$ cat src/rtl/uart_baud_gen_if.sv
// Control and tick bundle between the fractional baud generator and the UART bit engines.
// The slave side belongs to the generator; the master side drives configuration and consumes ticks.
interface uart_baud_gen_if #(
  parameter int DivWidth  = 16,
  parameter int FracWidth = 4
);
  logic                 clear_i;
  logic                 enable_i;
  logic                 cfg_load_i;
  logic [DivWidth-1:0]  div_int_i;
  logic [FracWidth-1:0] div_frac_i;
  logic                 os_tick_o;
  logic                 sample_tick_o;
  logic                 bit_tick_o;
  logic                 cfg_err_o;

  modport master (
    output clear_i, enable_i, cfg_load_i, div_int_i, div_frac_i,
    input  os_tick_o, sample_tick_o, bit_tick_o, cfg_err_o
  );

  modport slave (
    input  clear_i, enable_i, cfg_load_i, div_int_i, div_frac_i,
    output os_tick_o, sample_tick_o, bit_tick_o, cfg_err_o
  );
endinterface

$ cat src/rtl/uart_baud_gen.sv
// Fractional baud generator: oversample tick every div_int + div_frac/2^FracWidth clocks,
// plus per-bit and mid-bit sample ticks derived from the oversample index.
module uart_baud_gen #(
  parameter int DivWidth   = 16,
  parameter int FracWidth  = 4,
  parameter int Oversample = 16,
  parameter int MarkPos    = 8,
  parameter int DefaultDiv = 4
) (
  input logic            clk_i,
  input logic            reset_i,
  uart_baud_gen_if.slave bus
);
  localparam int CntWidth = DivWidth + 1;
  localparam int OsiWidth = (Oversample > 2) ? $clog2(Oversample) : 1;

  logic [CntWidth-1:0]  cnt_r,       cnt_s;
  logic [OsiWidth-1:0]  osi_r,       osi_s;
  logic [FracWidth-1:0] acc_r,       acc_s;
  logic                 carry_r,     carry_s;
  logic [DivWidth-1:0]  div_int_r,   div_int_s;
  logic [FracWidth-1:0] div_frac_r,  div_frac_s;
  logic [DivWidth-1:0]  pend_int_r,  pend_int_s;
  logic [FracWidth-1:0] pend_frac_r, pend_frac_s;
  logic                 pend_vld_r,  pend_vld_s;
  logic                 os_tick_r,   os_tick_s;
  logic                 sample_r,    sample_s;
  logic                 bit_r,       bit_s;
  logic                 cfg_err_r,   cfg_err_s;

  logic [CntWidth-1:0]  plen_s;
  logic                 terminal_s;
  logic                 load_ok_s;
  logic [FracWidth:0]   sum_s;

  // Period length, terminal detect and accumulator sum for the current period.
  always_comb begin
    plen_s     = {1'b0, div_int_r} + CntWidth'(carry_r);
    // >= rather than == so a divisor shrunk while paused cannot strand cnt past the end.
    terminal_s = bus.enable_i && !bus.clear_i && ((cnt_r + CntWidth'(1)) >= plen_s);
    load_ok_s  = bus.cfg_load_i && (bus.div_int_i >= DivWidth'(2));
    sum_s      = {1'b0, acc_r} + {1'b0, div_frac_r};
  end

  // Next-state logic for counters, tick outputs and configuration.
  always_comb begin
    cnt_s       = cnt_r;
    osi_s       = osi_r;
    acc_s       = acc_r;
    carry_s     = carry_r;
    div_int_s   = div_int_r;
    div_frac_s  = div_frac_r;
    pend_int_s  = pend_int_r;
    pend_frac_s = pend_frac_r;
    pend_vld_s  = pend_vld_r;
    os_tick_s   = 1'b0;
    sample_s    = 1'b0;
    bit_s       = 1'b0;
    cfg_err_s   = cfg_err_r;

    if (bus.clear_i) begin
      cnt_s     = '0;
      osi_s     = '0;
      acc_s     = '0;
      carry_s   = 1'b0;
      cfg_err_s = 1'b0;
    end else if (terminal_s) begin
      cnt_s     = '0;
      os_tick_s = 1'b1;
      sample_s  = (osi_r == OsiWidth'(MarkPos));
      bit_s     = (osi_r == OsiWidth'(Oversample - 1));
      if (osi_r == OsiWidth'(Oversample - 1)) begin
        osi_s = '0;
      end else begin
        osi_s = osi_r + OsiWidth'(1);
      end
      if (pend_vld_r) begin
        div_int_s  = pend_int_r;
        div_frac_s = pend_frac_r;
        pend_vld_s = 1'b0;
        acc_s      = '0;
        carry_s    = 1'b0;
      end else begin
        {carry_s, acc_s} = sum_s;
      end
    end else if (bus.enable_i) begin
      cnt_s = cnt_r + CntWidth'(1);
    end else begin
      cnt_s = cnt_r;
    end

    if (load_ok_s) begin
      cfg_err_s = 1'b0;
      if (bus.clear_i || !bus.enable_i) begin
        div_int_s  = bus.div_int_i;
        div_frac_s = bus.div_frac_i;
        pend_vld_s = 1'b0;
        acc_s      = '0;
        carry_s    = 1'b0;
      end else begin
        pend_int_s  = bus.div_int_i;
        pend_frac_s = bus.div_frac_i;
        pend_vld_s  = 1'b1;
      end
    end else if (bus.cfg_load_i) begin
      cfg_err_s = 1'b1;
    end else begin
      pend_vld_s = pend_vld_s;
    end
  end

  // State and output registers with asynchronous reset to the default divisor.
  always_ff @(posedge clk_i or posedge reset_i) begin
    if (reset_i) begin
      cnt_r       <= '0;
      osi_r       <= '0;
      acc_r       <= '0;
      carry_r     <= 1'b0;
      div_int_r   <= DivWidth'(DefaultDiv);
      div_frac_r  <= '0;
      pend_int_r  <= '0;
      pend_frac_r <= '0;
      pend_vld_r  <= 1'b0;
      os_tick_r   <= 1'b0;
      sample_r    <= 1'b0;
      bit_r       <= 1'b0;
      cfg_err_r   <= 1'b0;
    end else begin
      cnt_r       <= cnt_s;
      osi_r       <= osi_s;
      acc_r       <= acc_s;
      carry_r     <= carry_s;
      div_int_r   <= div_int_s;
      div_frac_r  <= div_frac_s;
      pend_int_r  <= pend_int_s;
      pend_frac_r <= pend_frac_s;
      pend_vld_r  <= pend_vld_s;
      os_tick_r   <= os_tick_s;
      sample_r    <= sample_s;
      bit_r       <= bit_s;
      cfg_err_r   <= cfg_err_s;
    end
  end

  assign bus.os_tick_o     = os_tick_r;
  assign bus.sample_tick_o = sample_r;
  assign bus.bit_tick_o    = bit_r;
  assign bus.cfg_err_o     = cfg_err_r;
endmodule

$ cat src/flat_wrapper.sv
// flat-port wrapper written by rule: the top's interface ports become plain ports
module uart_baud_gen_flat 
#(
  parameter int DivWidth   = 16,
  parameter int FracWidth  = 4,
  parameter int Oversample = 16,
  parameter int MarkPos    = 8,
  parameter int DefaultDiv = 4
)
  (clk_i, reset_i, bus_clear_i, bus_enable_i, bus_cfg_load_i, bus_div_int_i, bus_div_frac_i, bus_os_tick_o, bus_sample_tick_o, bus_bit_tick_o, bus_cfg_err_o);
  uart_baud_gen_if #(.DivWidth(DivWidth), .FracWidth(FracWidth)) bus_i ();
  input logic clk_i;
  input logic reset_i;
  input wire logic [$bits(bus_i.clear_i)-1:0] bus_clear_i;
  input wire logic [$bits(bus_i.enable_i)-1:0] bus_enable_i;
  input wire logic [$bits(bus_i.cfg_load_i)-1:0] bus_cfg_load_i;
  input wire logic [$bits(bus_i.div_int_i)-1:0] bus_div_int_i;
  input wire logic [$bits(bus_i.div_frac_i)-1:0] bus_div_frac_i;
  output wire logic [$bits(bus_i.os_tick_o)-1:0] bus_os_tick_o;
  output wire logic [$bits(bus_i.sample_tick_o)-1:0] bus_sample_tick_o;
  output wire logic [$bits(bus_i.bit_tick_o)-1:0] bus_bit_tick_o;
  output wire logic [$bits(bus_i.cfg_err_o)-1:0] bus_cfg_err_o;
  assign bus_i.clear_i = bus_clear_i;
  assign bus_i.enable_i = bus_enable_i;
  assign bus_i.cfg_load_i = bus_cfg_load_i;
  assign bus_i.div_int_i = bus_div_int_i;
  assign bus_i.div_frac_i = bus_div_frac_i;
  assign bus_os_tick_o = bus_i.os_tick_o;
  assign bus_sample_tick_o = bus_i.sample_tick_o;
  assign bus_bit_tick_o = bus_i.bit_tick_o;
  assign bus_cfg_err_o = bus_i.cfg_err_o;
  uart_baud_gen #(.DivWidth(DivWidth), .FracWidth(FracWidth), .Oversample(Oversample), .MarkPos(MarkPos), .DefaultDiv(DefaultDiv)) u_core (.clk_i(clk_i), .reset_i(reset_i), .bus(bus_i));
endmodule
$ cat config.mk
export PLATFORM = sky130hd
export DESIGN_NAME = uart_baud_gen_flat
export DESIGN_NICKNAME = d
export VERILOG_FILES = /design/src/rtl/uart_baud_gen_if.sv /design/src/rtl/uart_baud_gen.sv /design/src/flat_wrapper.sv
export SDC_FILE = /design/constraint.sdc
export NUM_CORES = 1
export LEC_CHECK = 0
export BUFFER_PORTS_ARGS = -buffer_cell sky130_fd_sc_hd__buf_2
export CAP_MARGIN = 0
export CELL_PAD_IN_SITES_DETAIL_PLACEMENT = 1
export CELL_PAD_IN_SITES_GLOBAL_PLACEMENT = 2
export CORE_MARGIN = 3
export CORE_UTILIZATION = 27
export DETAILED_ROUTE_END_ITERATION = 6
export GPL_ROUTABILITY_DRIVEN = 0
export HOLD_SLACK_MARGIN = 0.12
export PLACE_DENSITY_LB_ADDON = 0.2
export RECOVER_POWER = 100
export SYNTH_ARGS = -nofsm -noshare
export SYNTH_HDL_FRONTEND = slang
export SYNTH_SLANG_ARGS = --single-unit
export TNS_END_PERCENT = 100
$ cat constraint.sdc
create_clock -name clk_i -period 3.6 [get_ports clk_i]
set_clock_uncertainty 0.2 [all_clocks]
set_input_delay 0.54 -clock clk_i [delete_from_list [all_inputs] [get_ports clk_i]]
set_output_delay 0.54 -clock clk_i [all_outputs]
set_load 0.005 [all_outputs]
-- Word level (Yosys, flattened, before mapping)
Cells that the tools add are included.
- $add $sub $neg: 4
- $mul: 0
- divide/modulo/power cells: 0
- $lt $le $gt $ge: 2
- eq/ne operators: 3
- shift-type cells: 0
- mux-type cells: 39
- bitwise logic cells: 1
- reductions and logical operators: 12
- operator list (kind ; number):
    16-bit 2-to-1 mux ; 5
    4-bit 2-to-1 mux ; 13
    17-bit 2-to-1 mux ; 3
    1-bit 2-to-1 mux ; 18
    16-bit by 1-bit adder with 17-bit output ; 1
    17-bit by 1-bit adder with 17-bit output (second input constant) ; 1
    17-bit greater-or-equal comparator ; 1
    16-bit by 2-bit greater-or-equal comparator with 1-bit output (second input constant) ; 1
    4-bit equality test (second input constant) ; 2
    3-bit nonzero test ; 2
    4-bit by 4-bit adder with 5-bit output ; 1
    4-bit by 1-bit adder with 4-bit output (second input constant) ; 1
    2-bit AND reduction ; 2
    2-bit nonzero test ; 2
    1-bit logical AND ; 3
    1-bit zero test ; 2
    2-bit by 1-bit != test with 1-bit output (second input constant) ; 1
    1-bit logical OR ; 1
    1-bit inverter ; 1
- flip-flop bits (word level): 71
- latch bits: 0
- bits in writable memories: 0
- memory bits (read-only): 0
- bits of input ports: 25
- word-level logic and storage cells: 74
- memories: 0

-- Longest topological paths before layout
Gate-level depths: netlist of the first run.
- depth after elaboration: 7
- gate-level depth with buffers: 15
- gate-level depth less buffers: 13

-- Least setup slack after synthesis of the first run
OpenSTA, ideal clock, no wires.
- kind: register to register
- from: register u_core.cnt_r[0]
- to: register u_core.cnt_r[15]
- library setup time: 0.118 ns
- arrival time: 3.057 ns
- setup slack: 0.225 ns
- stages on the path, launching flop included: 15
- period minus slack after synthesis: 3.375 ns
- path through: dfrtp_1 -> ha_1 -> nand4_1 -> nor3_2 -> and3_1 -> nand3_1 -> xnor2_1 -> ha_1 -> nand4_1 -> nor3_1 -> inv_1 -> o211ai_1 -> buf_2 -> o21ai_0 -> a21o_1
- longest elaborated chain between the ends: 5
- elaborated cells between the ends (all ways): 7
- classes of those cells: add/sub: 1; order compare: 1; mux: 3; reduce/logical: 2
- RTL lines (element ; RTL line ; text):
    start: declaration ; uart_baud_gen.sv:17 ; logic [CntWidth-1:0] cnt_r, cnt_s;
    start signal: assignment ; uart_baud_gen.sv:129 ; cnt_r <= cnt_s;
    17-bit by 1-bit adder with 17-bit output * ; uart_baud_gen.sv:40, uart_baud_gen.sv:87 ;
    17-bit greater-or-equal comparator ; uart_baud_gen.sv:40 ; terminal_s = bus.enable_i && !bus.clear_i && ((cnt_r + CntWidth'(1)) >= plen_s);
    1-bit logical AND ; uart_baud_gen.sv:40 ;
    17-bit 2-to-1 mux ; uart_baud_gen.sv:67 ; end else if (terminal_s) begin
    17-bit 2-to-1 mux ; uart_baud_gen.sv:61 ; if (bus.clear_i) begin
Mark *: on every way between the ends. The rest lies on a longest branch, timed or not. The select of a mux whose other input is x is not followed.
A chain may end at the register's enable or synchronous reset.

-- Worst setup path in the final report of the first run
- from: register u_core.div_int_r[0]
- to: register u_core.acc_r[3]
- longest elaborated chain between the ends: 7
- RTL lines (element ; RTL line ; text):
    start: declaration ; uart_baud_gen.sv:21 ; logic [DivWidth-1:0] div_int_r, div_int_s;
    start signal: assignment ; uart_baud_gen.sv:119 ; div_int_r <= DivWidth'(DefaultDiv);
    start signal: assignment ; uart_baud_gen.sv:133 ; div_int_r <= div_int_s;
    16-bit by 1-bit adder with 17-bit output * ; uart_baud_gen.sv:38 ; plen_s = {1'b0, div_int_r} + CntWidth'(carry_r);
    17-bit greater-or-equal comparator * ; uart_baud_gen.sv:40 ;
    1-bit logical AND * ; uart_baud_gen.sv:40 ;
    4-bit 2-to-1 mux * ; uart_baud_gen.sv:67 ;
    4-bit 2-to-1 mux * ; uart_baud_gen.sv:61 ;
    4-bit 2-to-1 mux ; uart_baud_gen.sv:94 ; if (bus.clear_i || !bus.enable_i) begin
    4-bit 2-to-1 mux * ; uart_baud_gen.sv:92 ; if (load_ok_s) begin
    named net u_core.acc_s[3] ; uart_baud_gen.sv:19 ; logic [FracWidth-1:0] acc_r, acc_s;
    end signal: assignment ; uart_baud_gen.sv:131 ; acc_r <= acc_s;
    end: declaration ; uart_baud_gen.sv:19 ;
Mark *: on every way through the listed nets, which the timed path passes. The rest lies on a longest branch.

==> results of run 1 <==
==> where the power goes <==
group	total [W]	switching, W	internal (W)
clock network	0.000949	0.000354	0.000595
logic	0.000237	0.000126	0.000111
registers	0.000927	0.0000548	0.000872
total	0.00211	0.000535	0.00158
==> what timing repair did <==
| action | CTS | global route |
|---|---|---|
| setup buffers | 0 | 1 |
| endpoints found under the hold margin | 70 | 0 |
| hold buffers | 1 | 0 |
| gates resized for setup | 0 | 19 |
| endpoints found under the setup margin | 0 | 44 |
==> worst max path at each step <==
stage	from	endpoint	slack, ps
6_report	u_core.div_int_r[0]	u_core.acc_r[3]	230
5_1_grt	u_core.cnt_r[1]	u_core.acc_r[3]	20
2_1_floorplan	u_core.cnt_r[0]	u_core.cnt_r[15]	220
4_1_cts	u_core.div_int_r[2]	u_core.acc_r[3]	70
3_3_place_gp	u_core.div_int_r[2]	u_core.acc_r[3]	130
3_5_place_dp	u_core.div_int_r[2]	u_core.acc_r[3]	80
==> final cells by class <==
cell class	instances	share of cell area [%]
clock buffers	12	5.416
well taps	184	4.678
clock inverters	4	1.042
multi-input cells	304	45.46
repair buffers	49	6.509
flip-flops and latches	71	36.13
inverters	10	0.7628
==> cell usage in the layout, fill, tap and decap left out, types with 14 or more instances in the layout <==
| cell type | n |
|---|---|
| xor2_1 | 16 |
| mux2_2 | 20 |
| nor2_1 | 34 |
| a21oi_1 | 33 |
| buf_2 | 24 |
| mux2i_1 | 20 |
| nand2_1 | 28 |
| ha_1 | 25 |
| dfrtp_1 | 70 |
| buf_4 | 14 |
| nand3_1 | 23 |
==> layer usage <==
metal  global-route usage (%)  part of all wire, %  vias up
met3                    1.951                  1.8       11
met2                    19.66                   45       27
met4                    5.559                  1.9        0
met1                    18.52                   52     1503
met5                        0                    0        -
li1                         -                    -     1521
==> cell families (layout without fill, tap and decap cells) <==
kind of cell / after synthesis / in the layout
simple gates: 133 / 133
compound gates: 74 / 74
flops: 71 / 71
mux: 40 / 40
xor+xnor: 30 / 30
fa+ha+maj: 27 / 27
buf+inv: 25 / 75
==> state kept, by name, summed over array words and instances (netlist names) <==
register / count
u_core.div_frac_r: 4
u_core.pend_vld_r: 1
u_core.osi_r: 4
u_core.acc_r: 4
u_core.pend_frac_r: 4
u_core.bus.cfg_err_o: 1
u_core.bus.sample_tick_o: 1
u_core.div_int_r: 16
u_core.pend_int_r: 16
u_core.cnt_r: 17
u_core.bus.os_tick_o: 1
u_core.carry_r: 1
u_core.bus.bit_tick_o: 1
==> metrics by stage <==
step                      cells  setup WS [ps]  area (µm²)
after global placement      615          126.0        4521
after floorplan             400          224.7        4063
after CTS                   632          74.95        4848
after global routing        634          15.80        4921
final                       634          230.5        4921
after detailed placement    615          83.09        4521
==> run summary, run 1 <==
Outcome: finished, violations left
Failing checks: max-capacitance violations, max-slew violations
FMAX: 296.8 MHz
Clk sink count: 71
Setup crit start kind: register
P&R area growth vs syn: 21.13%
Flops & latches, synth: 71
Ys flop type: dfrtp_1
Rows: 44
Sequential standard cell area: 1778 µm²
Final antenna-violating net count: 0
Fin crit share: 93.60%
Hold Path Origin: bus_div_int_i[0]
Via-per-instance ratio: 4.830
Hold Crit Depth: 2
Simple-gate share of the synthesized area: 16.17%
Die ar.: 16550 µm²
Hold Crit Class: in -> reg
CTS H-tree lvls: 3
Total CTS buffers: 9
Fraction of layout cells with a size suffix above 1: 22.00%
Post-synthesis mux area share: 10.47%
Top-count cell post-synth: dfrtp_1
Final HPWL DP: 7169 µm
Worst hold path endpoint: u_core.pend_int_r[0]
Final hold slack: 248.2 ps
CTS tree: done
Die X: 128.7 µm
Fin. Hold Viols: 0
Synth Cell Area: 4063 µm²
Unrepaired setup endpoints after global routing: no
Filler Cells Inserted: 1666
Critical R2R Launch: u_core.div_int_r[0]
Setup violators final: 0
Post-Route WL: 10050 µm
Power per cell area: 429.3 nW/µm²
Post-synthesis compound-gate area fraction: 11.76%
Delay-heaviest family, CP: simple AND/OR/NAND/NOR gates
Die Ht: 128.7 µm
Core Footprint: 14640 µm²
CP endpoint kind: register
Crit Path Max Fanout: 17
Crit path kind: reg -> reg
CTS root buffer: clkbuf_16
CP dominant cell by count: ha_1
Adder-Cell Fraction of Synth Area: 8.500%
Clock Latency Late Sink: 340 ps
DRC: 0
CP required: 3670 ps
Synth async-reset ratio: 100.0%
Cells after synthesis: 400
Final core occ: 33.60%
Slowest stage delay, CP: 430 ps
Total track usage: 13.01%
Number of synthesized flops with an enable pin: 0
IO Port Bufs: 28
Iteration-0 DRC count of the detailed router: 106
Post-synth cell types: 47
Grt ovf: 0
Crit path depth: 13
Crit path buf inv count: 1
Max Buffers Root-to-Sink: 2
Tot Pwr: 0.002113 W
Area of the multi-input gates: 2237 µm²
Boundary pin count: 29
Syn. warnings: 0
Ant diodes: 0
Via count: 3062
Synth top area cells: dfrtp_1, ha_1, mux2_2
Synth Net Count: 452
Worst Reg-to-Reg Cells: 13
Initial Util: 27.74%
Fin nets: 497
CP Cell Sequence: ha_1 -> ha_2 -> and3_2 -> nand3_1 -> xor2_1 -> ha_1 -> nand4_1 -> nor2_1 -> a211oi_2 -> o22ai_1 -> buf_6 -> or3b_2 -> a21oi_1
Slew headroom: -25.50%
Commonest cells in the netlist: dfrtp_1, nor2_1, a21oi_1, nand2_1, ha_1
Post-layout minimum cycle time: 3369 ps
Leakage power: 2.159 nW
Largest family of logic cells by synthesized area: simple AND/OR/NAND/NOR gates
WL per Instance: 15.85 µm
Post-synthesis sequential area ratio: 43.76%
FF-to-FF End: u_core.acc_r[3]
Antenna violations before repair: 0
Final max-slew violation count: 72
Largest net degree at the start of global routing: 72
Syn_area_per_cell: 10.16 µm²
TritonRoute pass-1 iters: 4
TNS Setup: 0 ps
Post-synth top area cell: dfrtp_1
VDD IR max: 0.2160 mV
Post-synthesis xor/xnor area fraction: 6.468%
Global-route wire length before repair: 17010 µm
Clock transition at path regs: 60 ps
Number of global-route vias before repair: 3297
Arrival time worst endpoint: 3440 ps
Worst slew pin tran: 1883 ps
Worst path slowest cell: or3b_2
Flop2flop setup slack: 230 ps
Max-cap check violation count: 1
Post-synth top area share: 43.12%
Note: power is estimated with default switching activity, not from simulation.
==> run 2, diff against run 1 <==
Settings changed: CORE_UTILIZATION 27 to 36, PLACE_DENSITY_LB_ADDON 0.2 to 0.1.
==> run 2 against run 1 <==
The run now ends clean. Largest power group unchanged. Fmax up 0.57%. Sequential cell count unchanged. Sequential power about the same. Sequential share of layout area up 0.48 points. Hold slack better by 2.9 ps. Combinational power about the same.
==> run summary, run 2 (same netlist as run 1, synthesis figures left out) <==
Outcome: complete, no violations
CTS H-tree lvls: 3 (unchanged)
FMAX: 298.5 MHz (+0.57%)
Global-route wire length before repair: 16700 µm (-1.8%)
Fin. Hold Viols: 0 (unchanged)
Rows: 38 (-14%)
DRC: 0 (unchanged)
Die X: 112.2 µm (-13%)
Slew headroom: 18.11% (+44 points)
Die Ht: 112.2 µm (-13%)
Hold Crit Depth: 2 (unchanged)
Grt ovf: 0 (unchanged)
Total track usage: 16.67% (+3.7 points)
Max Buffers Root-to-Sink: 2 (unchanged)
Die ar.: 12600 µm² (-24%)
Iteration-0 DRC count of the detailed router: 99 (-6.6%)
Final max-slew violation count: 0 (-100%)
Via-per-instance ratio: 5.210 (+7.9%)
IO Port Bufs: 28 (unchanged)
Crit Path Max Fanout: 12 (-5)
Critical R2R Launch: u_core.cnt_r[1]
Post-CTS Hold Buffers: 0 (-1)
Clock transition at path regs: 60 ps (about the same)
Final Cell Area: 4860 µm² (-1.2%)
Total CTS buffers: 9 (unchanged)
Largest registers: u_core.cnt_r (17), u_core.div_int_r (16), u_core.pend_int_r (16)
Worst slew pin tran: 1228 ps (-654.2 ps)
Filler Cells Inserted: 1223 (-27%)
CP endpoint kind: register
Sequential standard cell area: 1779 µm² (about the same)
Worst Setup SP: u_core.cnt_r[1]
CTS tree: done
VDD IR max: 0.2608 mV (+21%)
FF-to-FF End: u_core.acc_r[3]
WL per Instance: 16.23 µm (+2.4%)
Final antenna-violating net count: 0 (unchanged)
Post-layout minimum cycle time: 3350 ps (-19.22 ps)
Via count: 3058 (-0.13%)
Area of the multi-input gates: 2255 µm² (+0.78%)
Boundary pin count: 29 (unchanged)
Most frequent cells in the layout: dfrtp_1, a21oi_1, nor2_1, nand2_1, buf_2
Max-cap check violation count: 0 (-1)
Clock Latency Late Sink: 340 ps (about the same)
Worst Reg-to-Reg Cells: 13 (unchanged)
Commonest non-fill, non-tap cell in the layout: dfrtp_1
Leakage power: 2.145 nW (-0.64%)
CP required: 3660 ps (about the same)
Hold Path Origin: bus_div_frac_i[2]
CP dominant cell by count: ha_1
Crit path kind: reg -> reg
Ant diodes: 0 (unchanged)
Post-Route WL: 9527 µm (-5.2%)
P&R area growth vs syn: 19.62%
Area after DPL: 4473 µm² (-1.1%)
Final HPWL DP: 6969 µm (-2.8%)
Top reg by flops: u_core.cnt_r
Clk sink count: 71 (unchanged)
Arrival time worst endpoint: 3410 ps (-30 ps)
Slowest stage delay, CP: 430 ps (about the same)
Worst hold path endpoint: u_core.pend_frac_r[2]
Fin crit share: 93.06% (-0.53 points)
Fin nets: 496 (-0.20%)
Max reg flops: 17 (unchanged)
CTS root buffer: clkbuf_16
Delay-heaviest family, CP: simple AND/OR/NAND/NOR gates
Fraction of layout cells with a size suffix above 1: 22.82% (+0.82 points)
Flop2flop setup slack: 250 ps (+20 ps)
Initial Util: 37.15% (+9.4 points)
Number of global-route vias before repair: 3314 (+0.52%)
Core Footprint: 10940 µm² (-25%)
Setup violators final: 0 (unchanged)
CP Cell Sequence: ha_1 -> nand4_1 -> nor3_2 -> and3_2 -> nand3_2 -> xnor2_2 -> ha_1 -> and4_1 -> a221oi_2 -> o22ai_1 -> buf_4 -> or3b_2 -> a21oi_1
Worst path slowest cell: or3b_2
Hold Crit Class: in -> reg
Crit path buf inv count: 1 (unchanged)
Setup crit start kind: register
Largest net degree at the start of global routing: 43 (-40%)
Tot Pwr: 0.002133 W (+0.96%)
Antenna violations before repair: 0 (unchanged)
Power per cell area: 438.9 nW/µm² (+2.2%)
TritonRoute pass-1 iters: 4 (unchanged)
-- run 2: timing repair --
| action | in CTS | in global routing |
|---|---|---|
| gates resized for setup | 0 | 18 |
| setup endpoints to repair | 0 | 47 |
| buffers inserted | 0 | 1 |
-- run 2: per-layer routing --
metal  vias up  share of wire (%)  GRT usage [%]
met3        13                2.4          3.019
met1      1497                 50          23.04
met2        34                 45          25.94
met5         -                  0              0
met4         0                1.9          6.731
li1       1514                  -              -
-- run 2: how the worst max path moves through the flow --
stage	endpoint	slack (ps)	cells after the start
final	u_core.acc_r[3]	250	13
after global routing	u_core.acc_r[3]	-10	13
after CTS	u_core.div_int_r[12]	90	13
after detailed placement	u_core.acc_r[3]	110	13
after global placement	u_core.acc_r[3]	190	13
after floorplan	u_core.cnt_r[15]	220	14
-- run 2: metrics by stage --
step	TNS, ps	std cells	hold WS, ps	setup WS [ps]	utilization (%)
4_1_cts	0	586	135.0	90.36	43.83
3_5_place_dp	0	572	293.6	107.5	40.90
6_report	0	587	251.1	249.7	44.44
2_1_floorplan	0	400	272.2	224.7	-
3_3_place_gp	0	572	287.1	189.1	40.90
5_1_grt	-27.20	587	255.1	-13.73	44.44
-- run 2: layout make-up --
type / count / share of cell area [%]
clock inverters: 3 / 1.390
inverters: 10 / 0.7724
multi-input cells: 304 / 46.40
flip-flops and latches: 71 / 36.61
clock buffers: 11 / 5.201
repair buffers: 48 / 6.025
well taps: 140 / 3.605
-- run 2: report_power, final --
group	leakage, nW	internal, W	switching, W
sequential	0.887	0.000873	0.0000570
combinational	1.10	0.000112	0.000123
clock	0.154	0.000636	0.000332
==> run 3, diff against run 2 <==
Settings changed: ABC_AREA set to 1, CORE_ASPECT_RATIO set to 1.4, CORE_UTILIZATION 36 to 33.
==> run 3 against run 2 <==
The run now ends with max-capacitance violations, max-slew violations left. Sequential cell count stayed put. Via count rose by 36%. Register-to-register slack got worse by 60 ps. Total power is 3.4% higher. Worst setup slack got worse by 58 ps. Sequential share of layout area fell by 4.8 points. Count of clock-buffer cells in the layout unchanged. Largest cell class unchanged. Largest power group unchanged.
==> run summary, run 3 <==
Core Footprint: 13640 µm² (+25%)
Clk sink count: 71 (unchanged)
Flops & latches, synth: 71 (unchanged)
Post-synth top area cell: dfrtp_1
Total track usage: 18.12% (+1.4 points)
Sequential standard cell area: 1779 µm² (unchanged)
Failing checks: max-capacitance violations, max-slew violations
Cell Count, Final, Fillers Out: 849 (+45%)
Global-route wire length before repair: 22510 µm (+35%)
Final HPWL DP: 9937 µm (+43%)
Post-synth cell types: 36 (-23%)
Commonest cells in the netlist: nand2_1, inv_1, nand3_1, dfrtp_1, nor2_1
Largest net degree at the start of global routing: 72 (+67%)
Max reg flops: 17 (unchanged)
Fraction of layout cells with a size suffix above 1: 18.74% (-4.1 points)
Syn. warnings: 0 (unchanged)
Worst path slowest cell: dfrtp_1
Ys flop type: dfrtp_1
Fin crit share: 94.67% (+1.6 points)
CP required: 3640 ps (-20 ps)
Inst Count DP: 821 (+44%)
Filler Cells Inserted: 1733 (+42%)
Post-synthesis sequential area ratio: 38.08% (-5.7 points)
Synth Net Count: 674 (+49%)
Area of the multi-input gates: 2599 µm² (+15%)
Number of global-route vias before repair: 4492 (+36%)
FMAX: 293.4 MHz (-1.7%)
Number of synthesized flops with an enable pin: 0 (unchanged)
Iteration-0 DRC count of the detailed router: 229 (+130%)
Grt ovf: 0 (unchanged)
Boundary pin count: 29 (unchanged)
Power per cell area: 394.9 nW/µm² (-10%)
Via count: 4155 (+36%)
Post-Route WL: 13850 µm (+45%)
Slew headroom: -24.82% (-43 points)
Synth async-reset ratio: 100.0% (unchanged)
Setup crit start kind: register
Final max-slew violation count: 72 (+72)
Post-layout minimum cycle time: 3408 ps (+58.01 ps)
Ant diodes: 0 (unchanged)
Top-count cell post-synth: nand2_1
Most frequent cells in the layout: nand2_1, inv_1, nand3_1, dfrtp_1, nor2_1
Clock Latency Late Sink: 330 ps (about the same)
Die Ht: 146.8 µm (+31%)
Unrepaired setup endpoints after global routing: yes
Post-CTS Hold Buffers: 0 (unchanged)
Fin. Hold Viols: 0 (unchanged)
Leakage power: 2.866 nW (+34%)
CTS tree: done
Top reg by flops: u_core.cnt_r
Outcome: finished, violations left
CTS H-tree lvls: 3 (unchanged)
Commonest non-fill, non-tap cell in the layout: nand2_1
CTS root buffer: clkbuf_16
CP Cell Sequence: ha_4 -> ha_4 -> nand2_4 -> nor2_4 -> nand3_4 -> buf_4 -> nor4_2 -> xor2_1 -> inv_1 -> ha_1 -> nand2_2 -> nor2_1 -> nand3_1 -> nor2_2 -> nor2_2 -> nand3_4 -> nor2_4 -> buf_4 -> nand2_1 -> o21ai_0
WL per Instance: 16.31 µm (+0.49%)
Arrival time worst endpoint: 3450 ps (+40 ps)
Worst slew pin tran: 1872 ps (+643.9 ps)
Syn_area_per_cell: 7.507 µm² (-26%)
Max-cap check violation count: 1 (+1)
DRC: 0 (unchanged)
Synth Cell Area: 4669 µm² (+15%)
Fin nets: 714 (+44%)
Cells after synthesis: 622 (+56%)
Post-synth top area share: 37.51% (-5.6 points)
Via-per-instance ratio: 4.894 (-6.1%)
CP endpoint kind: register
Crit path kind: reg -> reg
Slowest stage delay, CP: 400 ps (-30 ps)
Clock transition at path regs: 60 ps (about the same)
Total CTS buffers: 9 (unchanged)
Antenna violations before repair: 0 (unchanged)
IO Port Bufs: 28 (unchanged)
Initial Util: 34.24% (-2.9 points)
Final antenna-violating net count: 0 (unchanged)
Die X: 106.5 µm (-5.1%)
Setup violators final: 0 (unchanged)
P&R area growth vs syn: 19.64% (about the same)
VDD IR max: 0.1919 mV (-26%)
TritonRoute pass-1 iters: 4 (unchanged)
Max Buffers Root-to-Sink: 2 (unchanged)
Rows: 50 (+32%)
Crit Path Max Fanout: 6 (-6)
Hold Crit Class: in -> reg
Largest registers: u_core.cnt_r (17), u_core.div_int_r (16), u_core.pend_int_r (16)
Synth top area cells: dfrtp_1, nand2_1, nand3_1
Die ar.: 15630 µm² (+24%)
Final hold slack: 230.0 ps (-21.09 ps)
run 3: cell count changes after synthesis, moves of 6 or more:
cell / change
nand3_1: +51
xor2_1: +8
xnor2_1: -10
o22ai_2: +7
and3_1: -9
a22o_1: -10
mux2i_1: -20
mux2_2: -20
nand2_1: +144
inv_1: +67
nor2_1: +6
nor2b_1: -6
o21ai_0: +16
run 3: stage by stage:
stage / total power (W) / utilization, % / worst slack [ps] / area [µm²] / setup TNS (ps)
6_report: 0.002206 / 40.96 / 191.7 / 5587 / 0
5_1_grt: 0.002333 / 40.96 / -85.51 / 5587 / -1937
4_1_cts: 0.002219 / 39.15 / 1.427 / 5339 / 0
3_5_place_dp: 0.001274 / 36.82 / -14.91 / 5021 / -23.12
3_3_place_gp: 0.001262 / 36.82 / 71.38 / 5021 / 0
2_1_floorplan: 0.001162 / - / 479.2 / 4669 / 0
run 3: layout make-up:
| cell class | instances | share of cell area, % |
|---|---|---|
| inverter | 81 | 5.532 |
| sequential | 71 | 31.85 |
| tap | 182 | 4.076 |
| multi-input combinational | 448 | 46.52 |
| clock buffer | 11 | 4.524 |
| clock inverter | 5 | 1.008 |
| timing repair buffer | 51 | 6.495 |
run 3: cell families after synthesis:
family                     after synthesis  synth area share, %
and+or+nand+nor                        326                31.40
buffers and inverters                  104                9.378
DFF                                     71                38.08
AOI/OAI and AO/OA                       66                8.494
xor gates and xnor gates                28                5.252
adders and majority gates               27                7.395
run 3: what timing repair did:
| item | 4_1_cts | 5_1_grt |
|---|---|---|
| cloned | 0 | 1 |
| gates resized for setup | 2 | 39 |
| endpoints found under the setup margin | 17 | 50 |
| pin swaps | 0 | 15 |
| buffers inserted | 0 | 11 |
run 3: layer usage:
layer | vias to the layer above | track usage [%] | part of all wire, %
met5 | - | 0 | 0
met4 | 0 | 5.502 | 1.4
met3 | 14 | 2.505 | 1.8
met2 | 40 | 34.42 | 55
met1 | 2033 | 20.75 | 42
li1 | 2068 | - | -
run 3: worst max-delay path: cells and delay by family, from the launching register on:
kind	cells	cell delay, ps
AND/OR/NAND/NOR	12	1500
adder cells (fa/ha/maj)	3	600
flip-flops	1	400
buffers and inverters	3	370
XOR/XNOR	1	180
AO/OA/AOI/OAI	1	70
run 3: path summary, 6_finish.rpt:
path / startpoint / endpoint / slack (ps) / cells past startpoint
hold / removal: bus_div_int_i[11] / u_core.div_int_r[11] / 230 / 3
max in group asynchronous: reset_i / u_core.cnt_r[0] / 1320 / 3
setup reg to reg: u_core.carry_r / u_core.cnt_r[14] / 190 / 20
min in group asynchronous: reset_i / u_core.cnt_r[2] / 670 / 3
hold reg to reg: u_core.pend_int_r[5] / u_core.pend_int_r[5] / 270 / 2
setup / recovery: u_core.carry_r / u_core.cnt_r[14] / 190 / 20
run 3: power by group:
group / leakage (nW) / switching (W) / internal [W]
registers: 0.918 / 0.0000555 / 0.000867
clock network: 0.152 / 0.000357 / 0.000573
logic: 1.80 / 0.000231 / 0.000122
